--- config.mk ---
export PLATFORM = sky130hd
export DESIGN_NAME = alu_operand_stage
export DESIGN_NICKNAME = d
export VERILOG_FILES = /design/src/rtl/alu_operand_stage.sv
export SDC_FILE = /design/constraint.sdc
export NUM_CORES = 1
export LEC_CHECK = 0
export CAP_MARGIN = 20
export CORE_ASPECT_RATIO = 2
export CORE_UTILIZATION = 43
export DETAILED_ROUTE_END_ITERATION = 12
export GPL_TIMING_DRIVEN = 0
export PLACE_DENSITY = 0.89
export SLEW_MARGIN = 20
export SYNTH_ARGS = -nofsm -noshare
export SYNTH_HDL_FRONTEND = slang
export SYNTH_SLANG_ARGS = --single-unit
--- constraint.sdc ---
create_clock -name iClk -period 2.4 [get_ports iClk]
set_input_delay 0.48 -clock iClk [delete_from_list [all_inputs] [get_ports iClk]]
set_output_delay 0.48 -clock iClk [all_outputs]
set_load 0.01 [all_outputs]
--- src/rtl/alu_operand_stage.sv ---
// ID/EX operand stage: registers decoded instructions, forwards from MEM/WB, inserts a bubble on load-use.
// Optional load-use bubble counter (oStallCnt) enabled by defining ALU_OPERAND_STALL_CNT_EN.
module alu_operand_stage #(
  parameter int XLEN = 32,
  parameter int RA_W = 5,
  parameter int OP_W = 4
) (
  input  logic            iClk,
  input  logic            iRstN,
  input  logic            iFlush,
  input  logic            iValid,
  output logic            oReady,
  input  logic [RA_W-1:0] iRs1Addr,
  input  logic [RA_W-1:0] iRs2Addr,
  input  logic [XLEN-1:0] iRs1Data,
  input  logic [XLEN-1:0] iRs2Data,
  input  logic [XLEN-1:0] iImm,
  input  logic            iUseImm,
  input  logic [OP_W-1:0] iAluOp,
  input  logic [RA_W-1:0] iRdAddr,
  input  logic            iRegWrite,
  input  logic            iIsLoad,
  input  logic [RA_W-1:0] iMemRdAddr,
  input  logic            iMemRegWrite,
  input  logic [XLEN-1:0] iMemData,
  input  logic [RA_W-1:0] iWbRdAddr,
  input  logic            iWbRegWrite,
  input  logic [XLEN-1:0] iWbData,
  output logic            oValid,
  input  logic            iReady,
  output logic [XLEN-1:0] oDataA,
  output logic [XLEN-1:0] oDataB,
  output logic [XLEN-1:0] oStoreData,
  output logic [OP_W-1:0] oAluOp,
  output logic [RA_W-1:0] oRdAddr,
  output logic            oRegWrite,
  output logic            oIsLoad
`ifdef ALU_OPERAND_STALL_CNT_EN
  ,
  output logic [31:0]     oStallCnt
`endif
);

  typedef enum logic [1:0] {
    EMPTY  = 2'd0,
    FULL   = 2'd1,
    BUBBLE = 2'd2
  } state_e;

  state_e          state_q, state_d;
  logic [XLEN-1:0] data_a_q, data_b_q, store_q;
  logic [OP_W-1:0] alu_op_q;
  logic [RA_W-1:0] rd_q;
  logic            regwrite_q, isload_q;

  logic            out_valid, lu, ready, fire_in, fire_out;
  logic [XLEN-1:0] fwd_rs1, fwd_rs2;

  // MEM is younger than WB, so it wins when both target the same register.
  function automatic logic [XLEN-1:0] fwd_operand(
    input logic [RA_W-1:0] addr,
    input logic [XLEN-1:0] rf_data,
    input logic [RA_W-1:0] mem_rd,
    input logic            mem_we,
    input logic [XLEN-1:0] mem_data,
    input logic [RA_W-1:0] wb_rd,
    input logic            wb_we,
    input logic [XLEN-1:0] wb_data
  );
    logic [XLEN-1:0] val;
    if (addr == '0)                        val = '0;
    else if (mem_we && (mem_rd == addr))   val = mem_data;
    else if (wb_we && (wb_rd == addr))     val = wb_data;
    else                                   val = rf_data;
    return val;
  endfunction

  always_comb begin
    out_valid = (state_q == FULL);
    // Any rs2 match counts, so stores reading a just-loaded register also stall.
    lu = out_valid & isload_q & regwrite_q & (rd_q != '0) & iValid &
         ((rd_q == iRs1Addr) | (rd_q == iRs2Addr));
    ready    = ~lu & (~out_valid | iReady);
    fire_in  = iValid & ready;
    fire_out = out_valid & iReady;
    fwd_rs1  = fwd_operand(iRs1Addr, iRs1Data, iMemRdAddr, iMemRegWrite, iMemData,
                           iWbRdAddr, iWbRegWrite, iWbData);
    fwd_rs2  = fwd_operand(iRs2Addr, iRs2Data, iMemRdAddr, iMemRegWrite, iMemData,
                           iWbRdAddr, iWbRegWrite, iWbData);
  end

  always_comb begin
    state_d = state_q;
    if (iFlush) begin
      state_d = EMPTY;
    end else begin
      case (state_q)
        EMPTY:   if (fire_in) state_d = FULL;
        FULL: begin
          if (fire_out) begin
            if (fire_in)  state_d = FULL;
            else if (lu)  state_d = BUBBLE;
            else          state_d = EMPTY;
          end
        end
        BUBBLE:  state_d = fire_in ? FULL : EMPTY;
        default: state_d = EMPTY;
      endcase
    end
  end

  always_ff @(posedge iClk or negedge iRstN) begin
    if (!iRstN) begin
      state_q    <= EMPTY;
      data_a_q   <= '0;
      data_b_q   <= '0;
      store_q    <= '0;
      alu_op_q   <= '0;
      rd_q       <= '0;
      regwrite_q <= 1'b0;
      isload_q   <= 1'b0;
    end else begin
      state_q <= state_d;
      if (iFlush) begin
        regwrite_q <= 1'b0;
        isload_q   <= 1'b0;
      end else if (fire_in) begin
        data_a_q   <= fwd_rs1;
        data_b_q   <= iUseImm ? iImm : fwd_rs2;
        store_q    <= fwd_rs2;
        alu_op_q   <= iAluOp;
        rd_q       <= iRdAddr;
        regwrite_q <= iRegWrite;
        isload_q   <= iIsLoad;
      end
    end
  end

`ifdef ALU_OPERAND_STALL_CNT_EN
  logic [31:0] stall_cnt_q;
  logic        enter_bubble;

  assign enter_bubble = ~iFlush & fire_out & lu;

  always_ff @(posedge iClk or negedge iRstN) begin
    if (!iRstN)                                  stall_cnt_q <= '0;
    else if (enter_bubble && (stall_cnt_q != '1)) stall_cnt_q <= stall_cnt_q + 32'd1;
  end

  assign oStallCnt = stall_cnt_q;
`endif

  assign oReady     = ready;
  assign oValid     = out_valid;
  assign oDataA     = data_a_q;
  assign oDataB     = data_b_q;
  assign oStoreData = store_q;
  assign oAluOp     = alu_op_q;
  assign oRdAddr    = rd_q;
  assign oRegWrite  = regwrite_q;
  assign oIsLoad    = isload_q;

endmodule
# Yosys cells after proc, flatten, opt, wreduce, memory -nomap -nowiden
# Index checks and enable logic that the tools add are counted.
# Widths: inputs -> output; s select.
# op_classes
eq_ne,10
mux,18
n_bitwise,13
n_reduce_logical,11
# ops
op,count
$mux 32,7
$eq 5x5->1,6
$logic_not 5->1,2
$mux 2,5
$and 1x1->1,8
$pmux 2 s3,1
$mux 1,5
$reduce_bool 5->1,1
$logic_and 1x1->1,4
$reduce_and 2->1,2
$ne 3x2->1 const B,1
$ne 3x3->1 const B,1
$not 1->1,3
$eq 2x1->1 const B,1
$eq 2x2->1 const B,1
$logic_not 2->1,1
$or 1x1->1,2
$reduce_bool 2->1,1
# totals
register_bits,109
in_bits,199
output_inout_bits,109

# Depth between registers and ports, before layout
# depth
depth_word,13
ltp_mapped,8
ltp_nobuf,5

# Least setup slack after synthesis
# Ideal clock, no wire load.
# synth_path
kind,register to output
from,"reg rd_q[1], in the netlist oRdAddr[1]"
to,out oReady
t_arrival_ps,1877
slack_ps,43
stages_incl_launch_ff,8
n_path_buf,2
path_cell_list,dfrtp_1 > or4_1 > nor2_1 > nor3_1 > and2_1 > clkbuf_1 > buf_1 > nor2_1
# synth_between
elab_chain_len,6
# synth_rtl
element,line,text
from (decl),53,logic [RA_W-1:0] rd_q;
from (signal assigned),132,rd_q <= iRdAddr;
$reduce_bool 5->1,81,lu = out_valid & isload_q & regwrite_q & (rd_q != '0) & iValid &
$and 1x1->1 (2 in series),81,
$and 1x1->1 (*),81,
$not 1->1 (*),83,ready = ~lu & (~out_valid | iReady);
$and 1x1->1 (*),83,
to (decl),12,"output logic oReady,"
# Mark *: on every way between the ends. The rest lies on a longest branch, timed or not.

# Final worst setup path
# layout_path
from,in iMemRdAddr[4]
to,"reg store_q[19], in the netlist oStoreData[19]"
# layout_between
elab_chain_len,4
# layout_rtl
element,line,text
from (decl),23,"input logic [RA_W-1:0] iMemRdAddr,"
$eq 5x5->1,72,else if (mem_we && (mem_rd == addr)) val = mem_data;
$logic_and 1x1->1,72,
$mux 32,72,
$mux 32,71,if (addr == '0) val = '0;
to (signal assigned),130,store_q <= fwd_rs2;
to (decl),51,"logic [XLEN-1:0] data_a_q, data_b_q, store_q;"
# No other way between the ends.
# A chain may end at the register's enable or synchronous reset.

==> results.md <==
| Metric | Value | Unit |
| --- | --- | --- |
| Clk Latency, worst-skew pair | 0.38 | ns |
| Final cell area excluding filler cells | 11570 | µm² |
| Routed via count | 8314 | - |
| Net switching fraction of the power | 0.3196 | - |
| Sequential area share after synthesis | 0.3818 | - |
| Uppermost metal layer occupied by signal nets | met4 | - |
| Maximum net fanout on the critical path | 10 | - |
| Final Instance Count excl. Fillers | 1276 | - |
| Share of power burned in registers | 0.363 | - |
| Gpl congestion | 1.008 | - |
| Crit start category | input pin | - |
| Commonest cells after routing, fill and taps aside | sky130_fd_sc_hd__clkdlybuf4s50_1 (292), sky130_fd_sc_hd__dfrtp_1 (107), sky130_fd_sc_hd__clkbuf_1 (49), sky130_fd_sc_hd__mux2_2 (38), sky130_fd_sc_hd__nand4_1 (34) | - |
| Total number of H-tree levels | 3 | - |
| Post-layout total power | 6.496 | mW |
| Worst Path Required | 2.71 | ns |
| Layout-stage area growth over the synthesis result | 61.93 | % |
| Prevailing post-synth register cell | sky130_fd_sc_hd__dfrtp_1 | - |
| Worst min-delay path class | in -> async | - |
| Leakage | 4.291 | nW |
| Largest vdd supply drop | 0.0004217 | V |
| Final core utilization | 0.7111 | - |
| Hold_buf cts | 0 | - |
| GRT Total Usage | 0.3842 | - |
| Post-route DRC | 0 | - |
| DRC marker count from the first detailed-route iteration | 724 | - |
| Number of port buffers | 305 | - |
| Antenna violations before repair | 2 | - |
| Setup repair after global routing missed its margin | yes | - |
| Internal cell power | 4.420 | mW |
| # clock sinks | 109 | - |
| Met2 routed wirelength | 17240 | µm |
| Yosys Warn Count | 0 | - |
| Num CTS Buffers | 9 | - |
| Power Dens Cells | 561.5 | nW/µm² |
| Vias in the first global route | 8448 | - |
| Share of final-layout standard cells stronger than drive strength 1 | 0.1815 | - |
| Worst slack at placement | -1.524 | ns |
| Initial DRT Pass Iterations | 5 | - |
| Status | finished with violations | - |
| Synth Instances | 733 | - |
| Post-route clock skew | 0.01024 | ns |
| Worst Setup Path Type | in -> reg | - |
| Top-level port count | 308 | - |
| Register bit count reported by yosys | 109 | - |
| Deepest clock path buffer count | 2 | - |
| Vias per cell | 6.516 | - |
| Clock period minus worst slack | 2.468 | ns |
| Highest clock rate | 405.1 | MHz |
| Share of synthesized flip-flops with an asynchronous set or reset | 1.000 | - |
| Largest net degree at the start of global routing | 66 | - |
| Met3 WL post-DR | 2453 | µm |
| Cell variety after synth | 42 | - |
| Clock power frac | 0.262 | - |
| Wire length of the first global-routing pass | 48640 | µm |
| Synth Net Count | 932 | - |
| Die Y-Extent | 184.3 | µm |
| Grt total ovfl | 0 | - |
| Endpoint type of the worst setup path | register | - |
| Std-Cell Core Area | 16270 | µm² |
| Area of the mapped netlist | 7144 | µm² |
| Met1 Wirelength | 11350 | µm |
| Net Sw Power | 2.076 | mW |
| Most common cell after layout, fill and taps aside | sky130_fd_sc_hd__clkdlybuf4s50_1 | - |
| Cell area after placement | 10480 | µm² |
| Total wire length after detailed routing | 33690 | µm |
| Initial core utilization | 0.4392 | - |
| Clock transition at the registers of the reported paths | 0.08 | ns |
| Final HPWL DP | 25650 | µm |
| Standard cell with the maximum stage delay on the critical path | sky130_fd_sc_hd__clkdlybuf4s50_1 | - |
| Wire length per cell after detailed routing | 26.40 | µm |
| Logic pwr share | 0.375 | - |
| Worst-margin pin slew | 0.7742 | ns |
| Number of max-cap violations | 0 | - |
| Final setup violation count | 9 | - |
| Number of nets in the final layout | 1263 | - |
| Cells along the critical path | clkdlybuf4s50_1 > xnor2_1 > nand4_1 > or2_2 > buf_2 > clkbuf_1 > a311oi_1 > mux2_2 | - |
| Top Family by Delay on Critical Path | buffers and inverters | - |
| Slowest stage delay, CP | 0.53 | ns |
| # rows | 66 | - |
| TritonCTS clock tree | yes | - |
| CTS root buf | sky130_fd_sc_hd__clkbuf_16 | - |
| # placed instances | 1243 | - |
| Number of flops mapped to enable cells by yosys | 0 | - |
| Max_slew headroom | 0.4839 | - |
| Violated checks | negative setup slack | - |
| Worst endpoint data arrival time | 2.78 | ns |
| Worst setup slack after layout | -0.06841 | ns |
| Total count of max-transition violations in the final report | 0 | - |
| Period utilisation layout | 1.029 | - |
| Average cell area after synthesis | 9.747 | µm² |
| Count of nets left with antenna violations after detail routing | 0 | - |
| Chip Width | 93.15 | µm |
| Die footprint | 17170 | µm² |
| CP Buf/Inv Count | 3 | - |
| Hold Violations, Final | 0 | - |
==> final timing paths <==
path                          startpoint              to  slack (ns)  cells after the start
hold reg to reg               oDataB[20]      oDataB[20]        0.50                      1
hold / removal                     iRstN      oDataA[25]        0.04                      1
max in group asynchronous          iRstN      oRdAddr[2]        1.62                      2
min in group iClk             oDataB[20]      oDataB[20]        0.50                      1
setup reg to reg              oRdAddr[3]       oDataB[5]        0.08                      7
setup / recovery           iMemRdAddr[4]  oStoreData[19]       -0.07                      8
==> synthesized netlist by cell type, types with 5 or more instances <==
library cell	count	area [µm²]
sky130_fd_sc_hd__o21ai_0	32	160.2
sky130_fd_sc_hd__nand2b_1	5	31.28
sky130_fd_sc_hd__o32ai_1	32	280.3
sky130_fd_sc_hd__xnor2_1	22	192.7
sky130_fd_sc_hd__buf_2	7	35.03
sky130_fd_sc_hd__o31ai_1	32	240.2
sky130_fd_sc_hd__inv_1	33	123.9
sky130_fd_sc_hd__mux2_2	38	427.9
sky130_fd_sc_hd__nand4_1	34	212.7
sky130_fd_sc_hd__xor2_1	8	70.07
sky130_fd_sc_hd__a211o_1	33	289.0
sky130_fd_sc_hd__nor2_1	5	18.77
sky130_fd_sc_hd__a311oi_1	64	560.5
sky130_fd_sc_hd__buf_4	10	75.07
sky130_fd_sc_hd__nand3b_1	32	240.2
sky130_fd_sc_hd__nor3_1	34	170.2
sky130_fd_sc_hd__and3_1	32	200.2
sky130_fd_sc_hd__clkbuf_1	72	270.3
sky130_fd_sc_hd__dfrtp_1	109	2728
sky130_fd_sc_hd__a21boi_0	24	180.2
sky130_fd_sc_hd__o32a_1	32	320.3
sky130_fd_sc_hd__a21boi_1	8	60.06
==> kinds of logic after synthesis <==
kind of cell | synth area share
AO/OA/AOI/OAI | 0.2984
XOR/XNOR | 0.03678
buffers and inverters | 0.07478
flip-flops | 0.3818
multiplexers | 0.06743
AND/OR/NAND/NOR | 0.1408
==> metrics by stage <==
step	setup TNS, ns	hold slack, ns
after CTS	-10.09	0.06244
after floorplan	0	0.1844
after global placement	-455.68	0.4681
final	-0.2606	0.04428
after global routing	-1.349	0.07631
after detailed placement	-79.16	0.4527
==> routing by layer <==
metal,vias to the layer above,GRT usage
li1,3586,-
met1,4032,0.4085
met2,556,0.6665
met5,-,0
met3,140,0.06229
met4,0,0.2935
==> final cells by class <==
cell class,count,area [µm²]
inverters,33,123.9
clock buffers,10,239.0
plain buffers,89,435.4
repair buffers,324,3217
diodes,3,7.507
fillers,1243,4700
flip-flops and latches,109,2730
well taps,204,255.2
clock inverters,6,86.33
multi-input cells,498,4474
==> power groups by stage <==
| stage | registers [mW] | logic (mW) | clock network [mW] |
|---|---|---|---|
| finish | 2.36 | 2.43 | 1.70 |
| detailed placement | 2.39 | 2.25 | 0 |
| global placement | 2.38 | 2.21 | 0 |
| floorplan | 2.52 | 0.734 | 0 |
| CTS | 2.35 | 2.34 | 1.69 |
| global route | 2.39 | 2.55 | 1.77 |
==> repair_timing <==
action                     CTS  global route
setup endpoints to repair  107           108
buffers inserted            15             3
resized for setup           78           101
gates cloned                 0             0
pin swaps                    9             5
==> registers in the layout, summed over array words and instances (netlist names) <==
signal / count
oAluOp: 4
oRegWrite: 1
oRdAddr: 5
oIsLoad: 1
oStoreData: 32
state_q: 2
oDataB: 32
oDataA: 32
Power figures use the tool's default switching activity.
